==> src/rtl/jzjpcc_execute_stage.sv <==
// Execute stage: operand select, RV32I ALU and the EX/MEM pipeline register.
// Define JZJPCC_EXECUTE_MULDIV_EN to build the iterative RV32M multiply/divide unit.
module jzjpcc_execute_stage #(
   parameter int PC_MAX_B = 31
) (
   input  logic                clock,
   input  logic                reset,
   input  logic                exValid,
   input  logic [31:0]         immediate,
   input  logic [31:0]         rs1,
   input  logic [31:0]         rs2,
   input  logic [PC_MAX_B:2]   currentPC,
   input  logic [4:0]          rdAddr,
   input  logic [2:0]          aluOperation,
   input  logic                aluMod,
   input  logic [1:0]          aluMuxMode,
   input  logic [2:0]          funct3,
   input  logic                isMulDiv,
   input  logic                memoryWriteEnable,
   input  logic                rdSource,
   input  logic                rdWriteEnable,
   input  logic                stallIn,
   input  logic                flushIn,
   output logic                busy,
   output logic [31:0]         aluResult_memory,
   output logic [31:0]         rs2_memory,
   output logic [4:0]          rdAddr_memory,
   output logic [2:0]          funct3_memory,
   output logic                memoryWriteEnable_memory,
   output logic                rdSource_memory,
   output logic                rdWriteEnable_memory,
   output logic                valid_memory
);

   logic [31:0] pc_byte;
   logic [31:0] op_a;
   logic [31:0] op_b;
   logic [4:0]  shamt;
   logic [31:0] alu_result;
   logic [31:0] ex_result;
   logic        load_valid;

   // NOTE: every always_comb output gets a default first so no path can infer a latch.
   always_comb begin
      pc_byte                = '0;
      pc_byte[PC_MAX_B:0]    = {currentPC, 2'b00};
      op_a                   = rs1;
      op_b                   = rs2;
      case (aluMuxMode)
         2'b00:   begin op_a = rs1;     op_b = rs2;       end
         2'b01:   begin op_a = rs1;     op_b = immediate; end
         2'b10:   begin op_a = pc_byte; op_b = immediate; end
         default: begin op_a = '0;      op_b = immediate; end
      endcase
   end

   assign shamt = op_b[4:0];

   always_comb begin
      alu_result = '0;
      case (aluOperation)
         3'b000:  alu_result = aluMod ? (op_a - op_b) : (op_a + op_b);
         3'b001:  alu_result = op_a << shamt;
         3'b010:  alu_result = {31'b0, $signed(op_a) < $signed(op_b)};
         3'b011:  alu_result = {31'b0, op_a < op_b};
         3'b100:  alu_result = op_a ^ op_b;
         3'b101:  alu_result = aluMod ? 32'($signed(op_a) >>> shamt) : (op_a >> shamt);
         3'b110:  alu_result = op_a | op_b;
         default: alu_result = op_a & op_b;
      endcase
   end

`ifdef JZJPCC_EXECUTE_MULDIV_EN
   localparam logic [1:0] MD_IDLE = 2'd0;
   localparam logic [1:0] MD_RUN  = 2'd1;
   localparam logic [1:0] MD_DONE = 2'd2;

   logic [1:0]  md_state;
   logic [5:0]  md_count;
   logic [2:0]  md_op;
   logic [31:0] md_a;
   logic [31:0] md_b;
   logic [31:0] md_d;
   logic [63:0] md_acc;
   logic        md_start;
   logic        signed_a;
   logic        signed_b;
   logic        a_neg;
   logic        b_neg;
   logic [31:0] a_mag;
   logic [31:0] b_mag;
   logic [32:0] mul_sum;
   logic [32:0] div_cand;
   logic        div_ge;
   logic [31:0] div_diff;
   logic [63:0] md_prod;
   logic [31:0] md_result;

   assign md_start = (md_state == MD_IDLE) && exValid && isMulDiv && !flushIn && !stallIn;
   assign busy     = (md_state == MD_RUN);

   // Raw operands are kept; sign handling derives from them for the whole operation.
   assign signed_a = md_op[2] ? !md_op[0] : (md_op[1:0] != 2'b11);
   assign signed_b = md_op[2] ? !md_op[0] : !md_op[1];
   assign a_neg    = signed_a && md_a[31];
   assign b_neg    = signed_b && md_b[31];
   assign a_mag    = a_neg ? (32'd0 - md_a) : md_a;
   assign b_mag    = b_neg ? (32'd0 - md_b) : md_b;

   assign mul_sum  = {1'b0, md_acc[63:32]} + (md_acc[0] ? {1'b0, md_d} : 33'd0);
   assign div_cand = {md_acc[63:32], md_acc[31]};
   assign div_ge   = (div_cand >= {1'b0, md_d});
   assign div_diff = div_cand[31:0] - md_d;
   assign md_prod  = (a_neg ^ b_neg) ? (64'd0 - md_acc) : md_acc;

   always_comb begin
      md_result = '0;
      if (!md_op[2])
         md_result = (md_op[1:0] == 2'b00) ? md_prod[31:0] : md_prod[63:32];
      else if (md_b == 32'd0)
         md_result = md_op[1] ? md_a : 32'hFFFF_FFFF;
      else if (md_op[1])
         md_result = a_neg ? (32'd0 - md_acc[63:32]) : md_acc[63:32];
      else
         md_result = (a_neg ^ b_neg) ? (32'd0 - md_acc[31:0]) : md_acc[31:0];
   end

   // NOTE: only state and counter are reset; datapath registers are loaded before use.
   always_ff @(posedge clock) begin
      if (reset) begin
         md_state <= MD_IDLE;
         md_count <= '0;
      end else begin
         case (md_state)
            MD_IDLE: if (md_start) begin
               md_state <= MD_RUN;
               md_count <= '0;
            end
            MD_RUN: begin
               md_count <= md_count + 6'd1;
               if (flushIn)
                  md_state <= MD_IDLE;
               else if (md_count == 6'd32)
                  md_state <= MD_DONE;
            end
            MD_DONE: if (!stallIn) md_state <= MD_IDLE;
            default: md_state <= MD_IDLE;
         endcase
      end
   end

   // Count 0 loads magnitudes; counts 1..32 are the iterations.
   always_ff @(posedge clock) begin
      if (md_start) begin
         md_op <= funct3;
         md_a  <= rs1;
         md_b  <= rs2;
      end else if (md_state == MD_RUN) begin
         if (md_count == 6'd0) begin
            md_acc <= {32'd0, a_mag};
            md_d   <= b_mag;
         end else if (md_op[2]) begin
            md_acc <= {div_ge ? div_diff : div_cand[31:0], md_acc[30:0], div_ge};
         end else begin
            md_acc <= {mul_sum, md_acc[31:1]};
         end
      end
   end

   assign load_valid = exValid && !flushIn && !md_start && (md_state != MD_RUN);
   assign ex_result  = (md_state == MD_DONE) ? md_result : alu_result;
`else
   logic unused_muldiv;

   assign unused_muldiv = isMulDiv;
   assign busy          = 1'b0;
   assign load_valid    = exValid && !flushIn;
   assign ex_result     = alu_result;
`endif

   // Enables are gated with validity so a bubble can never write memory or the register file.
   always_ff @(posedge clock) begin
      if (reset) begin
         aluResult_memory         <= '0;
         rs2_memory               <= '0;
         rdAddr_memory            <= '0;
         funct3_memory            <= '0;
         memoryWriteEnable_memory <= 1'b0;
         rdSource_memory          <= 1'b0;
         rdWriteEnable_memory     <= 1'b0;
         valid_memory             <= 1'b0;
      end else if (!stallIn) begin
         aluResult_memory         <= ex_result;
         rs2_memory               <= rs2;
         rdAddr_memory            <= rdAddr;
         funct3_memory            <= funct3;
         memoryWriteEnable_memory <= load_valid && memoryWriteEnable;
         rdSource_memory          <= rdSource;
         rdWriteEnable_memory     <= load_valid && rdWriteEnable;
         valid_memory             <= load_valid;
      end
   end

endmodule
==> config.mk <==
export PLATFORM = sky130hd
export DESIGN_NAME = jzjpcc_execute_stage
export DESIGN_NICKNAME = d
export VERILOG_FILES = /design/src/rtl/jzjpcc_execute_stage.sv
export SDC_FILE = /design/constraint.sdc
export NUM_CORES = 1
export LEC_CHECK = 0
export BUFFER_PORTS_ARGS = -buffer_cell sky130_fd_sc_hd__buf_4
export CAP_MARGIN = 20
export CORE_ASPECT_RATIO = 0.6
export CORE_MARGIN = 8
export CORE_UTILIZATION = 45
export DETAILED_ROUTE_END_ITERATION = 7
export PLACE_DENSITY = 0.74
export SLEW_MARGIN = 25
export SYNTH_ARGS = -nofsm -noshare
export SYNTH_HDL_FRONTEND = slang
export SYNTH_SLANG_ARGS = --single-unit
==> constraint.sdc <==
create_clock -name clock -period 8.62 [get_ports clock]
set_clock_uncertainty 0.1 [all_clocks]
set_input_delay 1.293 -clock clock [delete_from_list [all_inputs] [get_ports clock]]
set_output_delay 1.293 -clock clock [all_outputs]
set_load 0.03 [all_outputs]
==> results.py, run 1 <==
metrics = {
    "pwr": {
        "power.density_nw_per_um2": 135.0,
        "p_leak_nw": 6.559,
        "power_mw": 2.003,
        "ir_drop_v": 0.0001043,
    },
    "clocking": {
        "insertion_delay_ns": 0.37,
        "cts_num_sinks": 76,
        "cts_tree": "built",
        "clk_pin_slew_ns": 0.06,
        "cts_hold_buf": 0,
        "clock_path_buffers": 2,
        "post-cts-setup-buffers": 0,
        "root_buffer": "clkbuf_16",
        "cts_resized": 0,
        "cts_inserted_buffers": 9,
        "ctsHtreeMaxLevel": 3,
    },
    "drt": {
        "wl_um": 64150,
        "drcViolationCount": 0,
        "via_per_inst": 6.812,
        "vias": 15570,
        "ant_nets": 0,
        "wl_per_cell_um": 28.08,
        "first_iter_violations": 2220,
        "first_pass_iters": 6,
    },
    "layout": {
        "n_antenna_cell": 0,
        "synthToLayoutAreaGrowth_pct": 17.50,
        "final_cell_count_no_fill": 2285,
        "nNetsFinal": 2161,
        "regArea_um2": 1521,
        "multi_input_area_um2": 10070,
        "drive_gt1_share_pct": 20.44,
        "n_fill_cell": 2693,
    },
    "floorplan": {
        "fp.dieArea_um2": 33840,
        "die_x_um": 232.2,
        "die_h_um": 145.7,
        "coreArea_um2": 27580,
        "io_pins": 226,
        "initial_core_util_pct": 45.77,
        "rows": 47,
    },
    "run": {
        "drv_cap": 0,
    },
    "place": {
        "globalplace.congestion": 1.054,
        "dp.cells": 2269,
        "pre_cts_slack_ns": 1.564,
        "dp_hpwl_um": 50400,
        "port-buffer-count": 223,
    },
    "timing": {
        "tns_ns": 0,
        "post-route-worst-setup-slack_ns": 1.491,
        "relSlewSlack_pct": 22.90,
        "rsz0062_at_grt": "no",
        "slew_violations": 0,
        "worst_slew_pin_slew_ns": 1.152,
        "fmax_ghz": 0.1403,
        "fin_crit_ns": 7.129,
        "setup-violations-final": 0,
        "period_share_pct": 82.70,
        "hold_viol_final": 0,
    },
    "setup_path": {
        "r2r_setup_slack_ns": 7.22,
        "crit_type": "in2reg",
        "path_max_fanout": 54,
        "slowest_delay_ns": 0.92,
        "start_kind": "primary input",
        "crit_arrival_ns": 7.26,
        "cp_cell_sequence": "buf_4 -> o21ai_2 -> and2_4 -> inv_8 -> ha_1 -> fa_1 -> nand2b_1 -> a2111oi_0 -> o211ai_1 -> a211oi_1 -> nor2_1 -> a21boi_1 -> nor4_1 -> a311oi_1 -> nor3_1",
        "reg2reg_depth": 5,
        "end_kind": "register",
        "crit_path_top_delay_cell": "a211oi_1",
        "cp.required_ns": 8.75,
    },
    "logic_synthesis": {
        "syn_area_um2": 12620,
        "yosys.area.top_type_share_pct": 12.05,
        "ys_seq_area_share_pct": 12.05,
        "yosysTopAreaCell": "dfxtp_1",
        "synth-edff-count": 0,
        "synth_area_leaders": "dfxtp_1 12%, ha_1 9.6%, mux2i_1 9.2%",
        "synth_seq_cells": 76,
        "synthDistinctLibCells": 90,
        "synthCells": 1778,
        "synthArstFlopShare_pct": 0,
        "synthesis.nets": 2026,
        "yosysWarnings": 0,
        "syn_area_per_cell_um2": 7.100,
        "dominantRegCellSynth": "dfxtp_1",
    },
    "grt": {
        "grt_max_degree": 56,
        "grt-ovfl-total": 0,
        "antenna_found_initial": 3,
        "grt_pass1_wl_um": 93440,
        "track_usage_pct": 35.94,
        "grt_pass1_vias": 14030,
    },
    "hold_path": {
        "min_path_type": "reg2reg",
        "min_path_cells": 2,
    },
    "run_status": {
        "status": "finished, final reports clean",
    },
}
-- state kept, by name, summed over array words and instances, names as in the netlist --
name and cells:
rs2_memory 32, memoryWriteEnable_memory 1, aluResult_memory 32, rdSource_memory 1, rdWriteEnable_memory 1, valid_memory 1, funct3_memory 3, rdAddr_memory 5
-- synthesized netlist by cell type, types with 6 or more instances --
cell and instances:
mux2_2 70, o21ai_0 126, buf_2 24, a311oi_1 8
ha_1 97, a21boi_0 8, a31oi_1 31, nand4_1 7
nor2b_1 20, a211oi_1 33, nand3b_1 11, nand3_1 29
a221oi_1 19, o22ai_1 16, o311ai_0 6, clkbuf_1 89
o31ai_1 16, xnor2_1 19, dfxtp_1 76, a21o_1 16
or4_1 8, nor3_1 35, a22oi_1 17, a22o_1 9
mux2i_1 116, a21oi_1 142, a2bb2oi_1 19, nor2_1 179
o21a_1 9, a221o_1 8, o221ai_1 9, mux4_2 6
a2111oi_0 9, nor4_1 12, nand2b_1 22, buf_1 23
nand2_1 152, inv_1 110, o21ai_1 6, o211ai_1 42
a211o_1 6
-- worst paths after layout --
check / end / start
min: aluResult_memory[26] / aluResult_memory[26]
min reg2reg: aluResult_memory[26] / aluResult_memory[26]
max reg2reg: aluResult_memory[29] / aluResult_memory[29]
max: aluResult_memory[0] / aluMuxMode[1]
-- worst max-delay path: cells and delay by family --
kind / cells / cell delay [ns]
AO/OA/AOI/OAI: 6 / 3.26
buffers and inverters: 2 / 0.51
adder cells (fa/ha/maj): 2 / 0.74
AND/OR/NAND/NOR: 5 / 1.34
-- placed cells by master, fill, tap and decap left out, drive strengths merged, types with 17 or more instances in the layout --
cell and instances:
o21ai 134, buf 269, nor3 35, ha 97, inv 114, a2bb2oi 19, a21oi 143, xnor2 19
o211ai 42, dfxtp 76, a211oi 33, nand2 152, nor2b 20, nor2 179, mux2 70, mux2i 117
a221oi 20, nand3 29, a22oi 17, a31oi 31, nand2b 22
-- area by class of cell --
cell class              count  share of cell area, %
multi-input cells        1443                  67.90
repair buffers            269                  13.61
clock buffers              11                  1.636
clock inverters             5                 0.5567
well taps                 367                  3.096
flip-flops and latches     76                  10.26
inverters                 114                  2.935
-- logic make-up (layout without fill, tap and decap cells) --
group           count (synthesis)  after routing  share of synthesized area (%)
compound gates                615            615                          32.54
xor+xnor                       23             23                          1.596
fa+ha+maj                      99             99                          9.932
buf+inv                       259            399                          8.455
flops                          76             76                          12.05
mux                           193            193                          16.62
other cells                     1              1                        0.02971
simple gates                  512            512                          18.77
-- layer usage --
| layer | GRT usage (%) | vias to the layer above | wire [µm] |
|---|---|---|---|
| met3 | 14.60 | 137 | 10140 |
| met1 | 51.87 | 7346 | 27500 |
| li1 | - | 6820 | - |
| met5 | 0 | - | 29 |
| met4 | 8.911 | 4 | 1721 |
| met2 | 47.97 | 1258 | 24760 |
-- power breakdown --
part	internal, mW	switching (mW)
Clock	0.263	0.178
Sequential	0.375	0.0154
Combinational	0.404	0.768
-- metrics by stage --
| step | hold WS (ns) | cell area [µm²] | util, % |
|---|---|---|---|
| 2_1_floorplan | 0.4745 | 12620 | - |
| 3_3_place_gp | 0.3452 | 14500 | 52.58 |
| 3_5_place_dp | 0.3514 | 14500 | 52.58 |
| 4_1_cts | 0.3606 | 14830 | 53.76 |
| 5_1_grt | 0.3811 | 14830 | 53.78 |
| 6_report | 0.3560 | 14830 | 53.78 |
No activity file was read; power rests on OpenSTA's default activity.
==> run 2: changes to the inputs <==
--- a/config.mk
+++ b/config.mk
@@ -11,7 +11,7 @@
 export CORE_MARGIN = 8
 export CORE_UTILIZATION = 45
 export DETAILED_ROUTE_END_ITERATION = 7
-export PLACE_DENSITY = 0.74
+export PLACE_DENSITY = 0.76
 export SLEW_MARGIN = 25
 export SYNTH_ARGS = -nofsm -noshare
 export SYNTH_HDL_FRONTEND = slang
==> constraint.sdc (replaced) <==
create_clock -name clock -period 5.9 [get_ports clock]
set_clock_uncertainty 0.1 [all_clocks]
set_input_delay 0.885 -clock clock [delete_from_list [all_inputs] [get_ports clock]]
set_output_delay 0.885 -clock clock [all_outputs]
set_load 0.03 [all_outputs]
==> run 2 against run 1 <==
The run now ends with DRC left. Global-route usage is 0.35 points higher. Cell area is 2.5% higher. Worst setup slack worse by 1.3 ns. Power is 46% higher. Non-clock buffer count is 55 higher. Sequential cell count stayed put. Critical path depth stayed put. Register-to-register slack worse by 2.8 ns. Die area stayed put. Critical endpoint unchanged. Largest cell class unchanged.
==> results.py, run 2 (synthesis gave the netlist of run 1 again) <==
metrics = {
    "run_status": {
        "status": "finished with violations",
        "violations": "DRC",
    },
    "timing": {
        "fin_crit_ns": 5.664,
        "period_share_pct": 96.00,
        "setup-violations-final": 0,
        "post-route-worst-setup-slack_ns": 0.2360,
        "fmax_ghz": 0.1766,
        "rsz0062_at_grt": "no",
        "worst_slew_pin_slew_ns": 0.9813,
        "relSlewSlack_pct": 32.71,
        "tns_ns": 0,
        "slew_violations": 0,
        "hold_viol_final": 0,
    },
    "setup_path": {
        "slowest_delay_ns": 0.79,
        "crit_type": "in2reg",
        "crit_path_top_delay_cell": "a211oi_1",
        "reg2reg_from": "aluResult_memory[22]",
        "cp_cell_sequence": "buf_4 -> or2_2 -> buf_4 -> mux2_2 -> ha_1 -> or3_1 -> nor2_1 -> nand3_1 -> a211oi_1 -> buf_4 -> nor2_1 -> a21boi_1 -> nor4_2 -> a311oi_1 -> nor3_1",
        "reg2reg_depth": 4,
        "timing.rr.end": "aluResult_memory[22]",
        "cp_common_cell": "buf_4",
        "path_max_fanout": 33,
        "crit_arrival_ns": 5.80,
        "cp.required_ns": 6.04,
        "crit_buf_inv": 3,
        "start_kind": "primary input",
        "r2r_setup_slack_ns": 4.47,
        "end_kind": "register",
        "cp_top_family": "simple AND/OR/NAND/NOR gates",
    },
    "floorplan": {
        "io_pins": 226,
        "initial_core_util_pct": 45.77,
        "die_x_um": 232.2,
        "die_h_um": 145.7,
        "coreArea_um2": 27580,
        "rows": 47,
        "fp.dieArea_um2": 33840,
    },
    "grt": {
        "track_usage_pct": 36.29,
        "antenna_found_initial": 1,
        "grt_max_degree": 63,
        "grt-ovfl-total": 0,
        "grt_pass1_vias": 14670,
        "grt_pass1_wl_um": 94810,
    },
    "drt": {
        "top_layer_used": "met5",
        "first_pass_iters": 8,
        "first_iter_violations": 2605,
        "drt-met1-wl_um": 27200,
        "wl_um": 64730,
        "via_per_inst": 6.750,
        "vias": 15800,
        "ant_nets": 0,
        "wl_per_cell_um": 27.66,
        "drcViolationCount": 18,
        "wl_met3_um": 9734,
        "route.met2.wl_um": 25490,
    },
    "layout": {
        "design_area_um2": 15200,
        "top_regs": "aluResult_memory x32, rs2_memory x32, rdAddr_memory x5",
        "n_antenna_cell": 0,
        "synthToLayoutAreaGrowth_pct": 20.43,
        "nNetsFinal": 2216,
        "final_common_cell": "buf_4",
        "layout_common_cells": "324 x buf_4, 178 x nor2_1, 152 x nand2_1",
        "drive_gt1_share_pct": 22.61,
        "utilization_pct": 55.12,
    },
    "place": {
        "globalplace.congestion": 1.129,
        "pre_cts_slack_ns": 0.1658,
        "dp_hpwl_um": 50460,
        "port-buffer-count": 223,
        "place_area_um2": 14900,
    },
    "clocking": {
        "root_buffer": "clkbuf_16",
        "cts_inserted_buffers": 9,
        "cts_resized": 0,
        "clock_path_buffers": 2,
        "cts_num_sinks": 76,
        "cts_tree": "built",
        "cts_hold_buf": 0,
        "ctsHtreeMaxLevel": 3,
        "post-cts-setup-buffers": 0,
        "insertion_delay_ns": 0.38,
        "clk_pin_slew_ns": 0.07,
    },
    "pwr": {
        "p_leak_nw": 6.802,
        "ir_drop_v": 0.0001396,
        "power.density_nw_per_um2": 191.8,
    },
    "run": {
        "drv_cap": 0,
    },
    "hold_path": {
        "hold_end": "aluResult_memory[25]",
        "min_path_type": "reg2reg",
        "min_from": "aluResult_memory[25]",
        "min_path_cells": 2,
    },
}
run 2: per-layer routing:
layer  global-route usage [%]  up-vias
met3                    14.33      161
li1                         -     6950
met4                    12.43        2
met1                    51.10     7480
met5                        0        -
met2                    48.78     1202
run 2: worst reg2reg max path: cells and delay by family, from the launching register on:
kind	cells	cell delay (ns)
flops	1	0.38
compound gates	4	0.83
run 2: final cells by class:
| type | instances | area (µm²) |
|---|---|---|
| clock buffer | 10 | 229.0 |
| clock inverter | 6 | 65.06 |
| fill | 2727 | 12380 |
| inverter | 114 | 435.4 |
| multi-input combinational | 1443 | 10060 |
| sequential | 76 | 1521 |
| tap | 367 | 459.2 |
| timing repair buffer | 324 | 2432 |
run 2: worst max-delay path by stage:
stage                        from              endpoint  slack, ns  depth (start not counted)
floorplan           aluMuxMode[0]  aluResult_memory[30]       0.81                         19
global placement    aluMuxMode[0]   aluResult_memory[0]       0.18                         15
detailed placement  aluMuxMode[0]   aluResult_memory[0]       0.17                         15
CTS                 aluMuxMode[0]   aluResult_memory[0]       0.56                         15
global route        aluMuxMode[0]   aluResult_memory[0]       0.16                         15
finish              aluMuxMode[0]   aluResult_memory[0]       0.24                         15
run 2: per-stage QoR:
stage | std cells | total power [mW] | hold slack [ns]
4_1_cts | 2340 | 2.843 | 0.3671
3_3_place_gp | 2324 | 2.222 | 0.3477
5_1_grt | 2340 | 3.023 | 0.3897
6_report | 2340 | 2.916 | 0.3616
3_5_place_dp | 2324 | 2.235 | 0.3581
2_1_floorplan | 1778 | 1.617 | 0.4745
run 2: report_power, final:
part           internal (mW)  switching, mW
logic                  0.629           1.11
registers              0.548         0.0263
clock network          0.328          0.273
total                   1.51           1.41
